## src/rtl/time_pkg.sv

```systemverilog
`default_nettype none
// ============================================================================
// Module      : time_pkg
// Description : Shared types, limits, FSM encoding and BCD helpers for the
//               time-of-day counter. Hour limits follow the build mode
//               selected by the TIME_12H_EN macro (defined = 12-hour mode).
// Revision    : 1.0 - initial release
// ============================================================================
package time_pkg;

  typedef logic [3:0] bcd_t;   // one BCD digit
  typedef logic [7:0] bcd2_t;  // packed pair: tens[7:4], ones[3:0]

  localparam bcd2_t SEC_MAX = 8'h59;
  localparam bcd2_t MIN_MAX = 8'h59;

`ifdef TIME_12H_EN
  localparam bcd2_t HOUR_MAX = 8'h12;
  localparam bcd2_t HOUR_MIN = 8'h01;
  localparam bcd2_t HOUR_RST = 8'h12;  // 12:00:00 AM
`else
  localparam bcd2_t HOUR_MAX = 8'h23;
  localparam bcd2_t HOUR_MIN = 8'h00;
  localparam bcd2_t HOUR_RST = 8'h00;  // 00:00:00
`endif

  typedef enum logic [0:0] {
    ST_IDLE = 1'b0,
    ST_LOAD = 1'b1
  } state_t;

  // Per-digit increment: ones wraps 9->0 and carries into tens. The caller
  // handles the field maximum.
  function automatic bcd2_t bcd2_inc(input bcd2_t v);
    bcd_t tens;
    bcd_t ones;
    tens = v[7:4];
    ones = v[3:0];
    if (ones == 4'd9) begin
      ones = 4'd0;
      tens = tens + 4'd1;
    end else begin
      ones = ones + 4'd1;
    end
    return {tens, ones};
  endfunction

  // Both nibbles must be decimal digits; once they are, a packed-BCD value
  // orders the same way as its decimal value, so plain compares work.
  function automatic logic bcd2_in_range(input bcd2_t v, input bcd2_t lo, input bcd2_t hi);
    return (v[7:4] <= 4'd9) && (v[3:0] <= 4'd9) && (v >= lo) && (v <= hi);
  endfunction

endpackage
`default_nettype wire

```

## src/rtl/bcd_mod_counter.sv

```systemverilog
`default_nettype none
// ============================================================================
// Module      : bcd_mod_counter
// Description : Two-digit packed-BCD counter, 00..MAX, with enable,
//               synchronous load (priority over enable) and carry-out.
// Ports       : clk, reset_n (async, active-low)
//               en       - advance by one
//               load     - load load_val
//               q        - current value (registered)
//               carry    - en while q == MAX (wraps to 00 on this edge)
// Revision    : 1.0 - initial release
// ============================================================================
module bcd_mod_counter
  import time_pkg::*;
#(
  parameter bcd2_t MAX = 8'h59
) (
  input  logic       clk,
  input  logic       reset_n,
  input  logic       en,
  input  logic       load,
  input  logic [7:0] load_val,
  output logic [7:0] q,
  output logic       carry
);

  bcd2_t r_q;

  always_ff @(posedge clk or negedge reset_n) begin
    if (!reset_n) begin
      r_q <= '0;
    end else if (load) begin
      r_q <= load_val;
    end else if (en) begin
      r_q <= (r_q == MAX) ? '0 : bcd2_inc(r_q);
    end
  end

  assign q     = r_q;
  assign carry = en && (r_q == MAX);

endmodule
`default_nettype wire

```

## src/rtl/bcd_time_counter.sv

```systemverilog
`default_nettype none
// ============================================================================
// Module      : bcd_time_counter
// Description : Time-of-day counter (hh:mm:ss packed BCD) advanced by rising
//               edges of a synchronised 1 Hz input, with a validated preset
//               load over a valid/ready handshake.
//               Build macro TIME_12H_EN: defined = 12-hour mode with pm flag,
//               undefined = 24-hour mode (pm tied 0, set_pm ignored).
// Ports       : clk, reset_n (async, active-low)
//               tick_in              - 1 Hz square wave (data, not a clock)
//               run                  - 1 = count, 0 = hold (ticks discarded)
//               set_valid/set_ready  - load handshake
//               set_hh/mm/ss, set_pm - requested time
//               hh/mm/ss, pm         - current time (registered)
//               sec_pulse            - one cycle per seconds advance
//               rollover             - one cycle when the day wraps
//               set_err              - one cycle when a load is rejected
// Revision    : 1.0 - initial release
// ============================================================================
module bcd_time_counter
  import time_pkg::*;
#(
  parameter int SYNC_STAGES = 2
) (
  input  logic       clk,
  input  logic       reset_n,
  input  logic       tick_in,
  input  logic       run,
  input  logic       set_valid,
  output logic       set_ready,
  input  logic [7:0] set_hh,
  input  logic [7:0] set_mm,
  input  logic [7:0] set_ss,
  input  logic       set_pm,
  output logic [7:0] hh,
  output logic [7:0] mm,
  output logic [7:0] ss,
  output logic       pm,
  output logic       sec_pulse,
  output logic       rollover,
  output logic       set_err
);

  // Synchroniser and edge detector. All flops reset high so a tick_in that
  // is already high when reset releases does not look like a rising edge.
  logic [SYNC_STAGES-1:0] r_sync;
  logic                   r_sync_d;
  logic                   w_strobe;

  always_ff @(posedge clk or negedge reset_n) begin
    if (!reset_n) begin
      r_sync   <= '1;
      r_sync_d <= 1'b1;
    end else begin
      r_sync   <= {r_sync[SYNC_STAGES-2:0], tick_in};
      r_sync_d <= r_sync[SYNC_STAGES-1];
    end
  end

  assign w_strobe = r_sync[SYNC_STAGES-1] & ~r_sync_d;

  // Load FSM
  state_t r_state;
  logic   r_set_ready;
  logic   r_set_err;
  logic   r_sec_pulse;
  bcd2_t  r_ld_hh;
  bcd2_t  r_ld_mm;
  bcd2_t  r_ld_ss;
  logic   w_handshake;
  logic   w_ld_ok;
  logic   w_commit;
  logic   w_advance;

  // r_set_ready is only high in IDLE, so this is also the IDLE->LOAD condition.
  assign w_handshake = set_valid & r_set_ready;
  assign w_ld_ok     = bcd2_in_range(r_ld_ss, 8'h00, SEC_MAX) &&
                       bcd2_in_range(r_ld_mm, 8'h00, MIN_MAX) &&
                       bcd2_in_range(r_ld_hh, HOUR_MIN, HOUR_MAX);
  assign w_commit    = (r_state == ST_LOAD) & w_ld_ok;
  // A load in progress (handshake or LOAD cycle) swallows the tick.
  assign w_advance   = w_strobe & run & (r_state == ST_IDLE) & ~w_handshake;

  always_ff @(posedge clk or negedge reset_n) begin
    if (!reset_n) begin
      r_state     <= ST_IDLE;
      r_set_ready <= 1'b1;
      r_set_err   <= 1'b0;
      r_sec_pulse <= 1'b0;
      r_ld_hh     <= '0;
      r_ld_mm     <= '0;
      r_ld_ss     <= '0;
    end else begin
      r_set_err   <= 1'b0;
      r_sec_pulse <= w_advance;
      case (r_state)
        ST_IDLE: begin
          if (w_handshake) begin
            r_ld_hh     <= set_hh;
            r_ld_mm     <= set_mm;
            r_ld_ss     <= set_ss;
            r_set_ready <= 1'b0;
            r_state     <= ST_LOAD;
          end
        end
        ST_LOAD: begin
          r_set_err   <= ~w_ld_ok;
          r_set_ready <= 1'b1;
          r_state     <= ST_IDLE;
        end
        default: begin
          r_set_ready <= 1'b1;
          r_state     <= ST_IDLE;
        end
      endcase
    end
  end

  // Seconds and minutes
  logic w_ss_carry;
  logic w_mm_carry;

  bcd_mod_counter #(.MAX(SEC_MAX)) u_sec (
    .clk      (clk),
    .reset_n  (reset_n),
    .en       (w_advance),
    .load     (w_commit),
    .load_val (r_ld_ss),
    .q        (ss),
    .carry    (w_ss_carry)
  );

  bcd_mod_counter #(.MAX(MIN_MAX)) u_min (
    .clk      (clk),
    .reset_n  (reset_n),
    .en       (w_ss_carry),
    .load     (w_commit),
    .load_val (r_ld_mm),
    .q        (mm),
    .carry    (w_mm_carry)
  );

  // Hours, pm and day rollover
  bcd2_t r_hh;
  logic  r_rollover;

`ifdef TIME_12H_EN
  logic r_ld_pm;
  logic r_pm;

  always_ff @(posedge clk or negedge reset_n) begin
    if (!reset_n) begin
      r_ld_pm <= 1'b0;
    end else if ((r_state == ST_IDLE) && w_handshake) begin
      r_ld_pm <= set_pm;
    end
  end

  always_ff @(posedge clk or negedge reset_n) begin
    if (!reset_n) begin
      r_hh       <= HOUR_RST;
      r_pm       <= 1'b0;
      r_rollover <= 1'b0;
    end else begin
      r_rollover <= 1'b0;
      if (w_commit) begin
        r_hh <= r_ld_hh;
        r_pm <= r_ld_pm;
      end else if (w_mm_carry) begin
        if (r_hh == HOUR_MAX) begin
          r_hh <= HOUR_MIN;            // 12 -> 01, meridiem unchanged
        end else begin
          r_hh <= bcd2_inc(r_hh);
          if (r_hh == 8'h11) begin     // 11 -> 12 flips meridiem
            r_pm       <= ~r_pm;
            r_rollover <= r_pm;        // only PM -> AM ends the day
          end
        end
      end
    end
  end

  assign pm = r_pm;
`else
  logic w_unused_set_pm;
  assign w_unused_set_pm = set_pm;

  always_ff @(posedge clk or negedge reset_n) begin
    if (!reset_n) begin
      r_hh       <= HOUR_RST;
      r_rollover <= 1'b0;
    end else begin
      r_rollover <= 1'b0;
      if (w_commit) begin
        r_hh <= r_ld_hh;
      end else if (w_mm_carry) begin
        if (r_hh == HOUR_MAX) begin
          r_hh       <= HOUR_MIN;
          r_rollover <= 1'b1;
        end else begin
          r_hh <= bcd2_inc(r_hh);
        end
      end
    end
  end

  assign pm = 1'b0;
`endif

  assign hh        = r_hh;
  assign set_ready = r_set_ready;
  assign set_err   = r_set_err;
  assign sec_pulse = r_sec_pulse;
  assign rollover  = r_rollover;

endmodule
`default_nettype wire

```

## config.mk

```make
export PLATFORM = sky130hd
export DESIGN_NAME = bcd_time_counter
export DESIGN_NICKNAME = d
export VERILOG_FILES = /design/src/rtl/time_pkg.sv /design/src/rtl/bcd_mod_counter.sv /design/src/rtl/bcd_time_counter.sv
export SDC_FILE = /design/constraint.sdc
export NUM_CORES = 1
export LEC_CHECK = 0
export ABC_AREA = 1
export BUFFER_PORTS_ARGS = -buffer_cell sky130_fd_sc_hd__buf_2
export CELL_PAD_IN_SITES_DETAIL_PLACEMENT = 1
export CELL_PAD_IN_SITES_GLOBAL_PLACEMENT = 2
export CORE_MARGIN = 2
export CORE_UTILIZATION = 34
export CTS_CLUSTER_DIAMETER = 150
export DETAILED_ROUTE_END_ITERATION = 6
export HOLD_SLACK_MARGIN = 0.15
export PLACE_DENSITY = 0.94
export SLEW_MARGIN = 0
export SYNTH_ARGS = -nofsm -noshare
export SYNTH_HDL_FRONTEND = slang
export SYNTH_SLANG_ARGS = --single-unit
```

## constraint.sdc

```tcl
create_clock -name clk -period 2.7 [get_ports clk]
set_input_delay 0.135 -clock clk [delete_from_list [all_inputs] [get_ports clk]]
set_output_delay 0.135 -clock clk [all_outputs]
set_load 0.1 [all_outputs]
```

Word-level counts from Yosys, hierarchy flattened
Index checks and enable logic that the tools add are counted.

word-level totals
  output and inout port bits = 29
  bits in registers = 56
  bits in latches = 0
  memory bits (read-only) = 0
  memories kept = 0
  memory bits (writable) = 0
  logic and storage cells = 97

cells by class
  equality and inequality tests = 7
  $lt $le $gt $ge = 12
  muxes and demuxes = 23
  multipliers = 0
  reduce and logical (&&, ||, !) cells = 23
  shift-type cells = 0
  bitwise gates (word level) = 10
  div/mod/pow operators = 0
  add/subtract/negate cells = 6

operators with widths
  operator             count
  $mux 8               9
  $add 4x1->4 const B  6
  $ge 8x1->1 const B   3
  $le 4x4->1 const B   6
  $mux 4               6
  $eq 8x7->1 const B   2
  $le 8x7->1 const B   2
  $logic_and 1x1->1    13
  $eq 4x4->1 const B   3
  $reduce_bool 3->1    3
  $eq 8x6->1 const B   1
  $le 8x6->1 const B   1
  $reduce_and 2->1     4
  $and 1x1->1          6
  $mux 1               6
  $reduce_bool 2->1    3
  $not 1->1            4
  $pmux 1 s2           2
  $ne 2x2->1 const B   1

Logic depth before layout (Yosys ltp)
  depth after elaboration = 9
  gate-level depth with buffers = 11
  depth with buffers taken out = 10

Hierarchy
A second synthesis with hierarchy kept.

second synthesis, totals
  cells, all modules = 375
  area total of the unflattened synthesis = 3094.2 sq um

by module, submodules not included
  module            sequential area each (sq um)  times used  area an instance (sq um)  cells an instance
  bcd_time_counter  1006.0                        1           1843.0                    221
  bcd_mod_counter   200.2                         2           625.6                     77

Least setup slack after synthesis
OpenSTA, ideal clock, no wires.

  path type = flip-flop to flip-flop
  start = register u_min.r_q[0], in the netlist u_min.q[0]
  end = register r_hh[4], in the netlist hh[4]
  data arrival time = 2095 ps
  stages on the path, launching flop included = 8
  slack = 483 ps
  data required time = 2578 ps
  period minus slack after synthesis = 2217 ps
  cell sequence = dfrtp_1 -> ha_1 -> nand3_2 -> nor2_4 -> nand3_4 -> buf_6 -> o211ai_2 -> nand2_1

between the ends
  cells in the longest elaborated chain, start to end = 4

ends and longest elaborated chain
  element                      line                     text
  start: declaration           bcd_mod_counter.sv:27    bcd2_t r_q;
  start signal: assignment     bcd_mod_counter.sv:33    r_q <= load_val;
  start signal: assignment     bcd_mod_counter.sv:35    r_q <= (r_q == MAX) ? '0 : bcd2_inc(r_q);
  $eq 8x7->1                   bcd_mod_counter.sv:40    assign carry = en && (r_q == MAX);
  $logic_and 1x1->1            bcd_mod_counter.sv:40
  $reduce_bool 2->1 (no line)  -
  $reduce_and 2->1 (no line)   -
  end signal: assignment       bcd_time_counter.sv:195  r_hh <= r_ld_hh;
  end signal: assignment       bcd_time_counter.sv:201  r_hh <= bcd2_inc(r_hh);
  end: declaration             bcd_time_counter.sv:144  bcd2_t r_hh;

Every way passes these cells.
A chain may end at the register's enable or synchronous reset.

Worst setup path after layout
  start = register r_ld_hh[5]
  end = register r_hh[2], in the netlist hh[2]

between the ends
  cells in the longest elaborated chain, start to end = 7

ends and longest elaborated chain
  element                                             line                    text
  start: declaration                                  bcd_time_counter.sv:67  bcd2_t r_ld_hh;
  start signal: assignment                            bcd_time_counter.sv:99  r_ld_hh <= set_hh;
  branches (longest 3 deep; another with $ge 8x1->1)  -
  $logic_and 1x1->1 (*)                               time_pkg.sv:51          return (v[7:4] <= 4'd9) && (v[3:0] <= 4'd9) && (v >= lo) && (v <= hi);
  $logic_and 1x1->1 (*)                               bcd_time_counter.sv:78  bcd2_in_range(r_ld_mm, 8'h00, MIN_MAX) &&
  $and 1x1->1 (*)                                     bcd_time_counter.sv:80  assign w_commit = (r_state == ST_LOAD) & w_ld_ok;
  $mux 8 / $reduce_bool 2->1 (equally long branches)  -

Every way passes the cells marked *.

==> impl_metrics.csv <==
group,metric,value,unit
outcome,outcome,"finished clean",
finish,instances_no_fill,570,
routing,drt_iter0_drc,132,
die,initial_utilization,34.9,%
logic_synthesis,ys.flop_type,"dfrtp_1",
worst_setup_path,rrSetupSlack,820,ps
worst_setup_path,critical_path.max_fanout,47,
place,dp_slack,840,ps
place,dpl.hpwl,5510,um
logic_synthesis,synthTopCellsByArea,"dfrtp_1 43%, nand2_1 17%, nand3_1 5.4%",
timing,max_freq,533,MHz
worst_setup_path,critPathBufInv,2,
power_and_ir_drop,power_density,1030,nW/um^2
finish,nNetsFinal,499,
logic_synthesis,synth_common_cells,"135 x nand2_1, 52 x dfrtp_1, 33 x nand3_1",
worst_setup_path,r2r_start,"r_ld_hh[5]$_DFFE_PN0P_",
worst_setup_path,path_cells,"o21ai_1 -> nand2_1 -> nand2_1 -> nand3_1 -> buf_4 -> inv_2 -> nand2_1 -> nand3_1",
place,port_buffers,56,
worst_setup_path,cp.depth,8,
die,die_w,98.7,um
worst_setup_path,worst-setup-path-type,"reg2reg",
power_and_ir_drop,irDropWorstVdd,0.375,mV
die,die_h,98.7,um
worst_setup_path,cp-endpoint,"hh[2]$_DFFE_PN0P_",
worst_setup_path,r2r-end,"hh[2]$_DFFE_PN0P_",
worst_setup_path,critical_path.top_delay_family,"simple AND/OR/NAND/NOR gates",
timing,post-route-period-util,69.5,%
die,dieArea,9730,sq um
timing,setup_viol,0,
logic_synthesis,ys.warnings.count,0,
routing,vias,2717,
place,gp_congestion,0.767,
worst_setup_path,cpPeakStageDelay,430,ps
routing,drc_errors,0,
logic_synthesis,avgSynthCellArea,8.02,sq um
finish,area_delta_synth_final,23.9,%
timing,rsz0062_at_grt,"false",
worst_setup_path,cp-start-kind,"flop",
routing,post_drt_wl_per_cell,13.8,um
routing,wirelength,7860,um
logic_synthesis,synth.distinct_cells,32,
power_and_ir_drop,power,3.88,mW
logic_synthesis,yosysMostFrequentCell,"nand2_1",
worst_hold_path,hold_class,"in2async",
grt,grt_pass1_vias,2740,
logic_synthesis,synth-seq-cells,56,
logic_synthesis,async_flop_share,100,%
logic_synthesis,synth_top_area_share,42.7,%
power_and_ir_drop,leakage,2.00,nW
cts,clk_latency,320,ps
job,maxCapViolCount,0,
timing,period_minus_slack,1880,ps
die,rows,34,
logic_synthesis,syn_inst,380,
timing,final-hold-violation-count,0,
cts,cts_root_buf,"clkbuf_8",
finish,fin_area,3770,sq um
timing,final_max_slew_viol_count,0,
cts,path_clk_slew,110,ps
die,core_area,8720,sq um
place,placed_cell_area,3410,sq um
finish,fin_util,43.3,%
worst_setup_path,reg2reg_depth,8,
worst_setup_path,required,2910,ps
grt,grt_usage,16.9,%
worst_setup_path,critPathSlowestCell,"buf_4",
cts,ctsHtreeMaxLevel,2,
grt,grt_pass1_wl,13300,um
worst_setup_path,end_kind,"flop",
worst_setup_path,crit_start,"r_ld_hh[5]$_DFFE_PN0P_",
grt,grt_max_degree,48,
routing,firstDrtPassIters,4,
cts,clock_sinks,56,
logic_synthesis,yosysSeqAreaShare,46.2,%
worst_setup_path,cp.arrival,2090,ps
logic_synthesis,synth_fp_nets,418,
routing,ant_nets,0,
logic_synthesis,synth_edf_count,0,
logic_synthesis,yosys.area.top_type,"dfrtp_1",
finish,drive_gt1_share,21.6,%
timing,tns,0,ps
worst_setup_path,crit_top_cell,"nand2_1",
die,num_io_pins,59,
grt,antenna_found_initial,0,
cts,cts.path.max_buffers,2,
timing,worst_slack,823,ps
cts,cts_tree,"built",
cts,postCtsSetupBuffers,0,
cts,numCtsBuffers,5,
finish,diodes,0,
grt,grt-ovfl-total,0,
routing,via_per_inst,4.77,
place,dp.cells,535,
timing,fin_worst_skew,11.7,ps
logic_synthesis,synth.cell_area,3050,sq um
timing,holdWs,180,ps
area by class of cell:
class / count / area (sq um)
Fill cell: 1068 / 4950
Multi-Input combinational cell: 276 / 1420
Sequential cell: 56 / 1410
Timing Repair Buffer: 88 / 588
Tap cell: 108 / 135
Inverter: 34 / 128
Clock buffer: 5 / 68.8
Clock inverter: 3 / 27.5
state kept, by name, summed over array words and instances (netlist names), 2 cells and up:
name,count
hh,8
u_min.q,8
r_ld_mm,8
r_sync,2
r_ld_hh,8
u_sec.q,8
r_ld_ss,8
layer usage:
| metal | GRT usage [%] | vias to the layer above | share of wire, % |
|---|---|---|---|
| met3 | 2.84 | 6 | 2.8 |
| met1 | 22.7 | 1284 | 47 |
| met4 | 4.64 | 0 | 1.1 |
| met2 | 28.3 | 43 | 49 |
| li1 | - | 1384 | - |
| met5 | 0 | - | 0 |
report_power, final:
part           internal (mW)  switching, mW  total, mW
clock network          0.191          0.303      0.494
registers               1.13          0.303       1.43
logic                  0.459           1.49       1.95
cells in the final DEF (no fill, tap or decap), drive strengths merged, types with 5 or more instances in the layout:
cell / instances
xor2: 7
nor2: 33
nand3: 35
dlygate4sd3: 27
o21ai: 19
buf: 61
nand2: 137
dfrtp: 52
inv: 35
nand4: 14
clkbuf: 5
o211ai: 12
ha: 8
what timing repair did:
action                                 CTS  global route
endpoints found under the hold margin   82             0
gates resized for setup                  0             0
hold buffers                            27             0
logic make-up (layout without fill, tap and decap cells):
family                     after synthesis  after routing  share of synthesized area, %
and+or+nand+nor                        223            223                          32.9
DFF                                     56             56                          46.2
xor gates and xnor gates                10             10                          2.87
adders and majority gates                8              8                          3.29
buffers and inverters                   48            130                          7.19
AOI/OAI and AO/OA                       34             34                          7.43
other                                    1              1                         0.123
worst min path at each step:
| stage | start | endpoint | slack [ps] |
|---|---|---|---|
| 5_1_grt | reset_n | u_sec.q[2]$_DFFE_PN0P_ | 210 |
| 4_1_cts | reset_n | u_sec.q[2]$_DFFE_PN0P_ | 180 |
| 2_1_floorplan | reset_n | hh[0]$_DFFE_PN0P_ | -160 |
| 3_3_place_gp | reset_n | u_sec.q[2]$_DFFE_PN0P_ | -20 |
| 3_5_place_dp | reset_n | u_sec.q[2]$_DFFE_PN0P_ | -10 |
| 6_report | reset_n | u_sec.q[2]$_DFFE_PN0P_ | 180 |
No activity file was read; power rests on OpenSTA's default activity.
